## config.mk

```make
export PLATFORM = sky130hd
export DESIGN_NAME = col_parity_apply_flat
export DESIGN_NICKNAME = d
export VERILOG_FILES = /design/src/rtl/col_parity_apply_pkg.sv /design/src/rtl/col_parity_apply_if.sv /design/src/rtl/col_parity_mix.sv /design/src/rtl/col_parity_apply.sv /design/src/flat_wrapper.sv
export SDC_FILE = /design/constraint.sdc
export NUM_CORES = 1
export LEC_CHECK = 0
export ABC_CLOCK_PERIOD_IN_PS = 2470
export BUFFER_PORTS_ARGS = -buffer_cell sky130_fd_sc_hd__buf_2
export CORE_MARGIN = 4
export CORE_UTILIZATION = 44
export CTS_BUF_LIST = sky130_fd_sc_hd__clkbuf_2 sky130_fd_sc_hd__clkbuf_4 sky130_fd_sc_hd__clkbuf_8
export DETAILED_ROUTE_END_ITERATION = 12
export PLACE_DENSITY = 0.94
export SLEW_MARGIN = 15
export SYNTH_ARGS = -nofsm -noshare
export SYNTH_HDL_FRONTEND = slang
export SYNTH_SLANG_ARGS = --single-unit
export TNS_END_PERCENT = 30
```

## constraint.sdc

```tcl
create_clock -name clk -period 2.47 [get_ports clk]
set_clock_uncertainty 0.15 [all_clocks]
set_input_delay 0.247 -clock clk [delete_from_list [all_inputs] [get_ports clk]]
set_output_delay 0.247 -clock clk [all_outputs]
set_load 0.005 [all_outputs]
```

## src/rtl/col_parity_apply_pkg.sv

```systemverilog
// Shared parameters, FSM state type and lane indexing for the theta-apply stage.
package col_parity_apply_pkg;
  localparam int LINE_W = 25;
  localparam int SLICES = 64;
  localparam int CNT_W  = 7;
  localparam int ADDR_W = 6;
  localparam int LANES  = 5;

  typedef enum logic [1:0] {
    IDLE    = 2'd0,
    PRELOAD = 2'd1,
    RUN     = 2'd2,
    DONE    = 2'd3
  } state_t;

  // Bit position of lane (x,y) inside a memory line.
  function automatic int lane_idx(input int x, input int y);
    return 5 * y + x;
  endfunction
endpackage

```

## src/rtl/col_parity_apply_if.sv

```systemverilog
// Control handshake plus state/parity memory bus of the theta-apply stage.
interface col_parity_apply_if;
  import col_parity_apply_pkg::*;

  logic              start;
  logic              busy;
  logic              done;
  logic [ADDR_W-1:0] state_addr;
  logic [LINE_W-1:0] state_line;
  logic [ADDR_W-1:0] par_addr;
  logic [LINE_W-1:0] par_line;
  logic              wr_en;
  logic [ADDR_W-1:0] wr_addr;
  logic [LINE_W-1:0] write_value;

  modport master (
    input  start, state_line, par_line,
    output busy, done, state_addr, par_addr, wr_en, wr_addr, write_value
  );

  modport slave (
    output start, state_line, par_line,
    input  busy, done, state_addr, par_addr, wr_en, wr_addr, write_value
  );
endinterface

```

## src/rtl/col_parity_mix.sv

```systemverilog
// Combinational theta mix: each lane gets C[x-1] of this slice and C[x+1] of the previous slice.
module col_parity_mix
  import col_parity_apply_pkg::*;
(
  input  logic [LINE_W-1:0] state_line,
  input  logic [LANES-1:0]  cur_par,
  input  logic [LANES-1:0]  prev_par,
  output logic [LINE_W-1:0] write_value
);

  logic [LANES-1:0] col_term;

  generate
    for (genvar gi = 0; gi < LANES; gi++) begin : g_col
      assign col_term[gi] = cur_par[(gi + 4) % 5] ^ prev_par[(gi + 1) % 5];
    end

    for (genvar gy = 0; gy < LANES; gy++) begin : g_row
      for (genvar gi = 0; gi < LANES; gi++) begin : g_lane
        assign write_value[lane_idx(gi, gy)] = state_line[lane_idx(gi, gy)] ^ col_term[gi];
      end
    end
  endgenerate

endmodule

```

## src/rtl/col_parity_apply.sv

```systemverilog
// Theta-apply pass: walks all slices once per start, rewriting each state line with its column terms.
module col_parity_apply
  import col_parity_apply_pkg::*;
(
  input  logic            clk,
  input  logic            rst,
  col_parity_apply_if.master bus
);

  state_t             state_reg, state_next;
  logic [CNT_W-1:0]   cnt_reg, cnt_next;
  logic [CNT_W-1:0]   cnt_inc;
  logic               co;
  logic [LANES-1:0]   prev_par_reg, prev_par_next;
  logic [LINE_W-1:0]  mix_value;
  logic               unused_par_hi;

  // Carry-out fires when the incremented count reaches SLICES, ending RUN after the last slice.
  assign cnt_inc = cnt_reg + CNT_W'(1);
  assign co      = cnt_inc[CNT_W-1];

  assign unused_par_hi = ^bus.par_line[LINE_W-1:LANES];

  col_parity_mix u_mix (
    .state_line  (bus.state_line),
    .cur_par     (bus.par_line[LANES-1:0]),
    .prev_par    (prev_par_reg),
    .write_value (mix_value)
  );

  always_ff @(posedge clk or posedge rst) begin
    if (rst) begin
      state_reg    <= IDLE;
      cnt_reg      <= '0;
      prev_par_reg <= '0;
    end else begin
      state_reg    <= state_next;
      cnt_reg      <= cnt_next;
      prev_par_reg <= prev_par_next;
    end
  end

  always_comb begin
    state_next      = state_reg;
    cnt_next        = cnt_reg;
    prev_par_next   = prev_par_reg;
    bus.state_addr  = '0;
    bus.par_addr    = '0;
    bus.wr_addr     = '0;
    bus.wr_en       = 1'b0;
    bus.write_value = '0;
    bus.busy        = 1'b0;
    bus.done        = 1'b0;

    case (state_reg)
      IDLE: begin
        if (bus.start) state_next = PRELOAD;
      end
      PRELOAD: begin
        // Slice 0 needs the parity of the last slice, fetched before the walk starts.
        bus.busy      = 1'b1;
        bus.par_addr  = ADDR_W'(SLICES - 1);
        prev_par_next = bus.par_line[LANES-1:0];
        cnt_next      = '0;
        state_next    = RUN;
      end
      RUN: begin
        bus.busy        = 1'b1;
        bus.state_addr  = cnt_reg[ADDR_W-1:0];
        bus.par_addr    = cnt_reg[ADDR_W-1:0];
        bus.wr_addr     = cnt_reg[ADDR_W-1:0];
        bus.wr_en       = 1'b1;
        bus.write_value = mix_value;
        prev_par_next   = bus.par_line[LANES-1:0];
        cnt_next        = cnt_inc;
        if (co) state_next = DONE;
      end
      DONE: begin
        bus.done   = 1'b1;
        state_next = IDLE;
      end
      default: state_next = IDLE;
    endcase
  end

endmodule

```

## src/flat_wrapper.sv

```systemverilog
// flat-port wrapper written by rule: the top's interface ports become plain ports
module col_parity_apply_flat import col_parity_apply_pkg::*;
  (clk, rst, bus_start, bus_state_line, bus_par_line, bus_busy, bus_done, bus_state_addr, bus_par_addr, bus_wr_en, bus_wr_addr, bus_write_value);
  col_parity_apply_if bus_i ();
  input  logic clk;
  input  logic rst;
  input wire logic [$bits(bus_i.start)-1:0] bus_start;
  input wire logic [$bits(bus_i.state_line)-1:0] bus_state_line;
  input wire logic [$bits(bus_i.par_line)-1:0] bus_par_line;
  output wire logic [$bits(bus_i.busy)-1:0] bus_busy;
  output wire logic [$bits(bus_i.done)-1:0] bus_done;
  output wire logic [$bits(bus_i.state_addr)-1:0] bus_state_addr;
  output wire logic [$bits(bus_i.par_addr)-1:0] bus_par_addr;
  output wire logic [$bits(bus_i.wr_en)-1:0] bus_wr_en;
  output wire logic [$bits(bus_i.wr_addr)-1:0] bus_wr_addr;
  output wire logic [$bits(bus_i.write_value)-1:0] bus_write_value;
  assign bus_i.start = bus_start;
  assign bus_i.state_line = bus_state_line;
  assign bus_i.par_line = bus_par_line;
  assign bus_busy = bus_i.busy;
  assign bus_done = bus_i.done;
  assign bus_state_addr = bus_i.state_addr;
  assign bus_par_addr = bus_i.par_addr;
  assign bus_wr_en = bus_i.wr_en;
  assign bus_wr_addr = bus_i.wr_addr;
  assign bus_write_value = bus_i.write_value;
  col_parity_apply u_core (.clk(clk), .rst(rst), .bus(bus_i));
endmodule
```

==> results of run 1 <==
==> placed cells by master (no fill, tap or decap), types with 4 or more instances in the layout <==
master and instances:
buf_2 78, nand3_1 5, xor2_2 5, mux2_2 5, dfrtp_1 14, ha_1 4
xnor2_1 25, o21ai_0 6, nor2_1 28, o21a_1 6, inv_1 8
==> layout make-up <==
type,instances,area (um^2)
fill,237,1070
sequential,14,350
timing repair buffer,82,423
tap,31,38.8
inverter,8,30.0
multi-input combinational,108,786
clock buffer,4,36.3
==> final timing paths <==
kind | endpoint | start | slack [ns]
setup / recovery | bus_par_addr[1] | u_core.state_reg[0]$_DFFE_PP0P_ | 0.31
hold / removal | u_core.prev_par_reg[2]$_DFFE_PP0P_ | bus_par_line[2] | 0.11
setup reg to reg | u_core.cnt_reg[5]$_DFFE_PP0P_ | u_core.state_reg[0]$_DFFE_PP0P_ | 0.52
hold reg to reg | u_core.state_reg[1]$_DFFE_PP0P_ | u_core.state_reg[1]$_DFFE_PP0P_ | 0.42
max in group asynchronous | u_core.prev_par_reg[1]$_DFFE_PP0P_ | rst | 1.44
min in group asynchronous | u_core.cnt_reg[5]$_DFFE_PP0P_ | rst | 0.39
==> metrics by stage <==
stage	setup slack [ns]	power (uW)	std cells	instance area (um^2)	hold WS (ns)
after floorplan	0.740	1390	143	1250	-0.0138
after global placement	0.556	1740	242	1620	0.155
after detailed placement	0.531	1780	242	1620	0.151
after CTS	0.219	1950	247	1660	0.101
after global routing	0.156	2130	247	1660	0.102
final	0.308	1930	247	1660	0.108
==> where the power goes <==
part,internal (uW),switching (uW),total [uW]
sequential,306,74.2,380
combinational,687,707,1390
clock,89.6,70.6,160
total,1080,852,1930
==> metal layers <==
layer  vias to the layer above  global-route usage, %  share of wire [%]
met5                         -                      0                  0
li1                        597                      -                  -
met4                         0                   6.81                1.6
met1                       570                   18.1                 39
met2                        29                   28.1                 55
met3                         6                   1.68                4.1
==> logic make-up (layout without fill, tap and decap cells) <==
| group | after synthesis | after routing | synth area share [%] |
|---|---|---|---|
| compound gates | 19 | 19 | 10.4 |
| xor+xnor | 31 | 31 | 24.7 |
| fa+ha+maj | 5 | 5 | 5.00 |
| buf+inv | 21 | 94 | 9.40 |
| flops | 14 | 14 | 28.0 |
| mux | 6 | 6 | 5.40 |
| simple gates | 47 | 47 | 17.1 |
==> worst max-delay path, cell delays in order, from the launching register on <==
cell,delay (ns)
dfrtp_1,0.42
inv_1,0.08
ha_1,0.47
buf_4,0.27
o21a_1,0.14
buf_2,0.10
==> timing repair <==
action,in CTS,in global routing
setup endpoints to repair,0,4
gates resized for setup,0,1
endpoints found under the hold margin,14,0
hold buffers,1,0
==> impl_metrics.tcl, run 1 <==
set metrics [dict create \
    status "completed" \
    std_cell_rows 19 \
    core_um2 2730 \
    grt_pass1_vias 1022 \
    drv_slew 0 \
    hold_class "in -> reg" \
    period_minus_slack_ns 2.16 \
    dp_hpwl_um 2520 \
    worst_ep_required_time_ns 2.07 \
    synthArstFlopShare_pct 100 \
    cp.arrival_ns 1.77 \
    die-area_um2 3760 \
    utilization_pct 60.9 \
    area_growth_pct 33.0 \
    ctsRootBufferMaster "clkbuf_4" \
    synth_commonest_cells "28 x nor2_1, 25 x xnor2_1, 14 x dfrtp_1" \
    yosys_warnings 0 \
    worstPathMaxFanout 16 \
    largest_reg_flops 7 \
    finalHoldViolations 0 \
    rsz0062_at_grt "no" \
    drv_cap 0 \
    cts-buffers-inserted 3 \
    firstDrtPassIters 4 \
    n_antenna_cell 0 \
    yosysTopAreaCell "dfrtp_1" \
    grtUsageTotal_pct 15.4 \
    tightest_slew_ns 0.515 \
    cts_tree "done" \
    min_path_cells 2 \
    endpoint_kind "primary output" \
    grt_overflow_total 0 \
    final_nets 275 \
    syn_inst 143 \
    power.leakage_uw 0.000878 \
    cts.reportedPaths.clkPinSlew_ns 0.08 \
    first_iter_violations 51 \
    drc_errors 0 \
    grt_first_pass_wirelength_um 4400 \
    place_congestion 0.826 \
    routedWlPerCell_um 12.3 \
    syn_nets 201 \
    post_cts_buffers 0 \
    clock-sinks 14 \
    antenna_found_initial 0 \
    viasPerCell 4.87 \
    portBuffers 78 \
    ant_nets 0 \
    setup-tns-final_ns 0 \
    startpoint_type "flip-flop" \
    avgSynthCellArea_um2 8.75 \
    synth_area_leaders "dfrtp_1 28%, xnor2_1 18%, nor2_1 8.4%" \
    power.density_nw_per_um2 1160 \
    vias 1202 \
    fin_crit_sh_pct 87.5 \
    cts_buffer_depth 2 \
    synth_most_common_cell "nor2_1" \
    synth-seq-area-share_pct 28.0 \
    wirelength_um 3040 \
    criticalPathCategory "reg -> out" \
    yosys.area.top_type_share_pct 28.0 \
    initial_core_util_pct 45.8 \
    io_pins 99 \
    synth_edf_count 0 \
    post_route_cells_drive_above_1_share_pct 46.3 \
    relSlewSlack_pct 65.6 \
    peakVddDrop_uv 811 \
    setup_viol 0 \
    fmax_mhz 462 \
    synth_cell_types 32 \
    grt_max_degree 26 \
    h-tree-depth 1 \
    die_h_um 61.3 \
    syn_area_um2 1250 \
    reg2regPathDepth 5 \
    ys_seq_elements 14 \
    fp.dieW_um 61.3 \
    clkLatencyLatePin_ns 0.27 \
    synthFlopType "dfrtp_1" \
]
No activity file was read; power rests on OpenSTA's default activity.
==> run 2, diff against run 1 <==
ABC_CLOCK_PERIOD_IN_PS = 2300   (was 2470)
CORE_UTILIZATION = 41   (was 44)
PLACE_DENSITY = 0.89   (was 0.94)
clock period = 2.3 ns   (was 2.47 ns; I/O delays follow)
==> run 2 against run 1 <==
Net effect: sequential power up 8.4%; critical path type unchanged; critical endpoint is now bus_write_value[22]; power up 8.4%; final area unchanged; critical path depth up 1; hold slack worse by 0.029 ns; register-to-register slack worse by 0.14 ns; clock-buffer cell count unchanged; sequential share of layout area unchanged; clock power up 12%; combinational power up 9%; die area up 6.3%.
==> impl_metrics.tcl, run 2 (synthesis results as in run 1) <==
set metrics [dict create \
    cts_tree "done" \
    combPwrFrac_pct 71.8 \
    worst_ep_required_time_ns 1.92 \
    core_um2 2830 \
    clkLatencyLatePin_ns 0.28 \
    period_minus_slack_ns 2.14 \
    fillers 261 \
    grt_max_degree 26 \
    endpoint_kind "primary output" \
    io_pins 99 \
    initial_core_util_pct 44.2 \
    post_route_cells_drive_above_1_share_pct 46.3 \
    drc_errors 0 \
    fp.dieW_um 63.2 \
    p_clk_share_pct 8.5 \
    area_growth_pct 33.0 \
    swShare_pct 44.6 \
    p_seq_share_pct 19.7 \
    viasPerCell 4.79 \
    firstDrtPassIters 5 \
    grt_first_pass_wirelength_um 5500 \
    setup_viol 0 \
    ant_nets 0 \
    grt_overflow_total 0 \
    switchingPower_uw 934 \
    fin_crit_sh_pct 93.1 \
    path_common_cell "inv_1" \
    ctsRootBufferMaster "clkbuf_4" \
    drv_slew 0 \
    cts-buffers-inserted 3 \
    internal_power_uw 1160 \
    power.leakage_uw 0.000878 \
    crit_family "buffers and inverters" \
    vias 1183 \
    hold_ws_ns 0.0793 \
    n_antenna_cell 0 \
    criticalPathCategory "reg -> out" \
    power.density_nw_per_um2 1260 \
    h-tree-depth 1 \
    die_h_um 63.2 \
    setup-tns-final_ns 0 \
    layout_common_cells "78 x buf_2, 28 x nor2_1, 25 x xnor2_1, 14 x dfrtp_1, 8 x inv_1" \
    tightest_slew_ns 0.537 \
    final_nets 275 \
    startpoint_type "flip-flop" \
    first_iter_violations 59 \
    cts_buffer_depth 2 \
    grtUsageTotal_pct 16.9 \
    peakVddDrop_uv 446 \
    portBuffers 78 \
    worstPathMaxFanout 25 \
    relSlewSlack_pct 64.2 \
    utilization_pct 58.8 \
    clock-sinks 14 \
    crit_chain "inv_1 > ha_2 > inv_1 > buf_4 > nor2_1 > buf_2" \
    finalHoldViolations 0 \
    layout_commonest_cell "buf_2" \
    dp_hpwl_um 2630 \
    place_congestion 0.781 \
    fmax_mhz 467 \
    rsz0062_at_grt "no" \
    antenna_found_initial 0 \
    cp.arrival_ns 1.76 \
    crit_buf_inv 4 \
    crit_path_top_delay_cell "dfrtp_1" \
    cts.reportedPaths.clkPinSlew_ns 0.09 \
    hold_class "in -> reg" \
    die-area_um2 4000 \
    drv_cap 0 \
    wirelength_um 3250 \
    reg2reg_slack_ns 0.38 \
    largest_reg_flops 7 \
    cpPeakStageDelay_ns 0.42 \
    status "completed" \
    routedWlPerCell_um 13.1 \
    grt_pass1_vias 1184 \
    std_cell_rows 19 \
]
[run 2: what timing repair did]
action                     in CTS  in global routing
buffers inserted                0                  0
hold endpoints to repair       14                  0
hold buffers                    1                  0
setup endpoints to repair       0                 27
gates resized for setup         0                  1
[run 2: per-stage QoR]
stage,power (uW),setup WS [ns],instances,instance area [um^2]
5_1_grt,2290,0.00884,247,1660
3_3_place_gp,1870,0.371,242,1620
6_report,2100,0.160,247,1660
3_5_place_dp,1920,0.359,242,1620
2_1_floorplan,1500,0.587,143,1250
4_1_cts,2110,0.0232,247,1660
[run 2: area by class of cell]
cell class	instances	area (um^2)	share of cell area, %
Sequential cell	14	350	21.1
Multi-Input combinational cell	108	786	47.2
Timing Repair Buffer	82	423	25.4
Tap cell	31	38.8	2.33
Clock buffer	4	36.3	2.18
Inverter	8	30.0	1.80
[run 2: final timing paths]
check	start	end	depth (start not counted)
setup / recovery	u_core.state_reg[0]$_DFFE_PP0P_	bus_write_value[22]	6
hold / removal	bus_par_line[4]	u_core.prev_par_reg[4]$_DFFE_PP0P_	2
setup reg to reg	u_core.state_reg[1]$_DFFE_PP0P_	u_core.cnt_reg[5]$_DFFE_PP0P_	5
hold reg to reg	u_core.state_reg[0]$_DFFE_PP0P_	u_core.state_reg[0]$_DFFE_PP0P_	1
max in group asynchronous	rst	u_core.prev_par_reg[2]$_DFFE_PP0P_	3
min in group asynchronous	rst	u_core.cnt_reg[1]$_DFFE_PP0P_	3
[run 2: power by group through the flow]
| stage | Clock [uW] | Sequential, uW | Combinational, uW |
|---|---|---|---|
| 2_1_floorplan | 0 | 397 | 1100 |
| 3_3_place_gp | 0 | 407 | 1470 |
| 3_5_place_dp | 0 | 415 | 1510 |
| 4_1_cts | 184 | 411 | 1520 |
| 5_1_grt | 195 | 423 | 1670 |
| 6_report | 179 | 412 | 1510 |
[run 2: routing by layer]
| metal | vias up | GRT usage [%] | share of wire (%) |
|---|---|---|---|
| met2 | 33 | 30.0 | 55 |
| met3 | 2 | 3.37 | 4.3 |
| met4 | 0 | 5.93 | 0.83 |
| li1 | 597 | - | - |
| met5 | - | 0 | 0 |
| met1 | 551 | 20.2 | 40 |
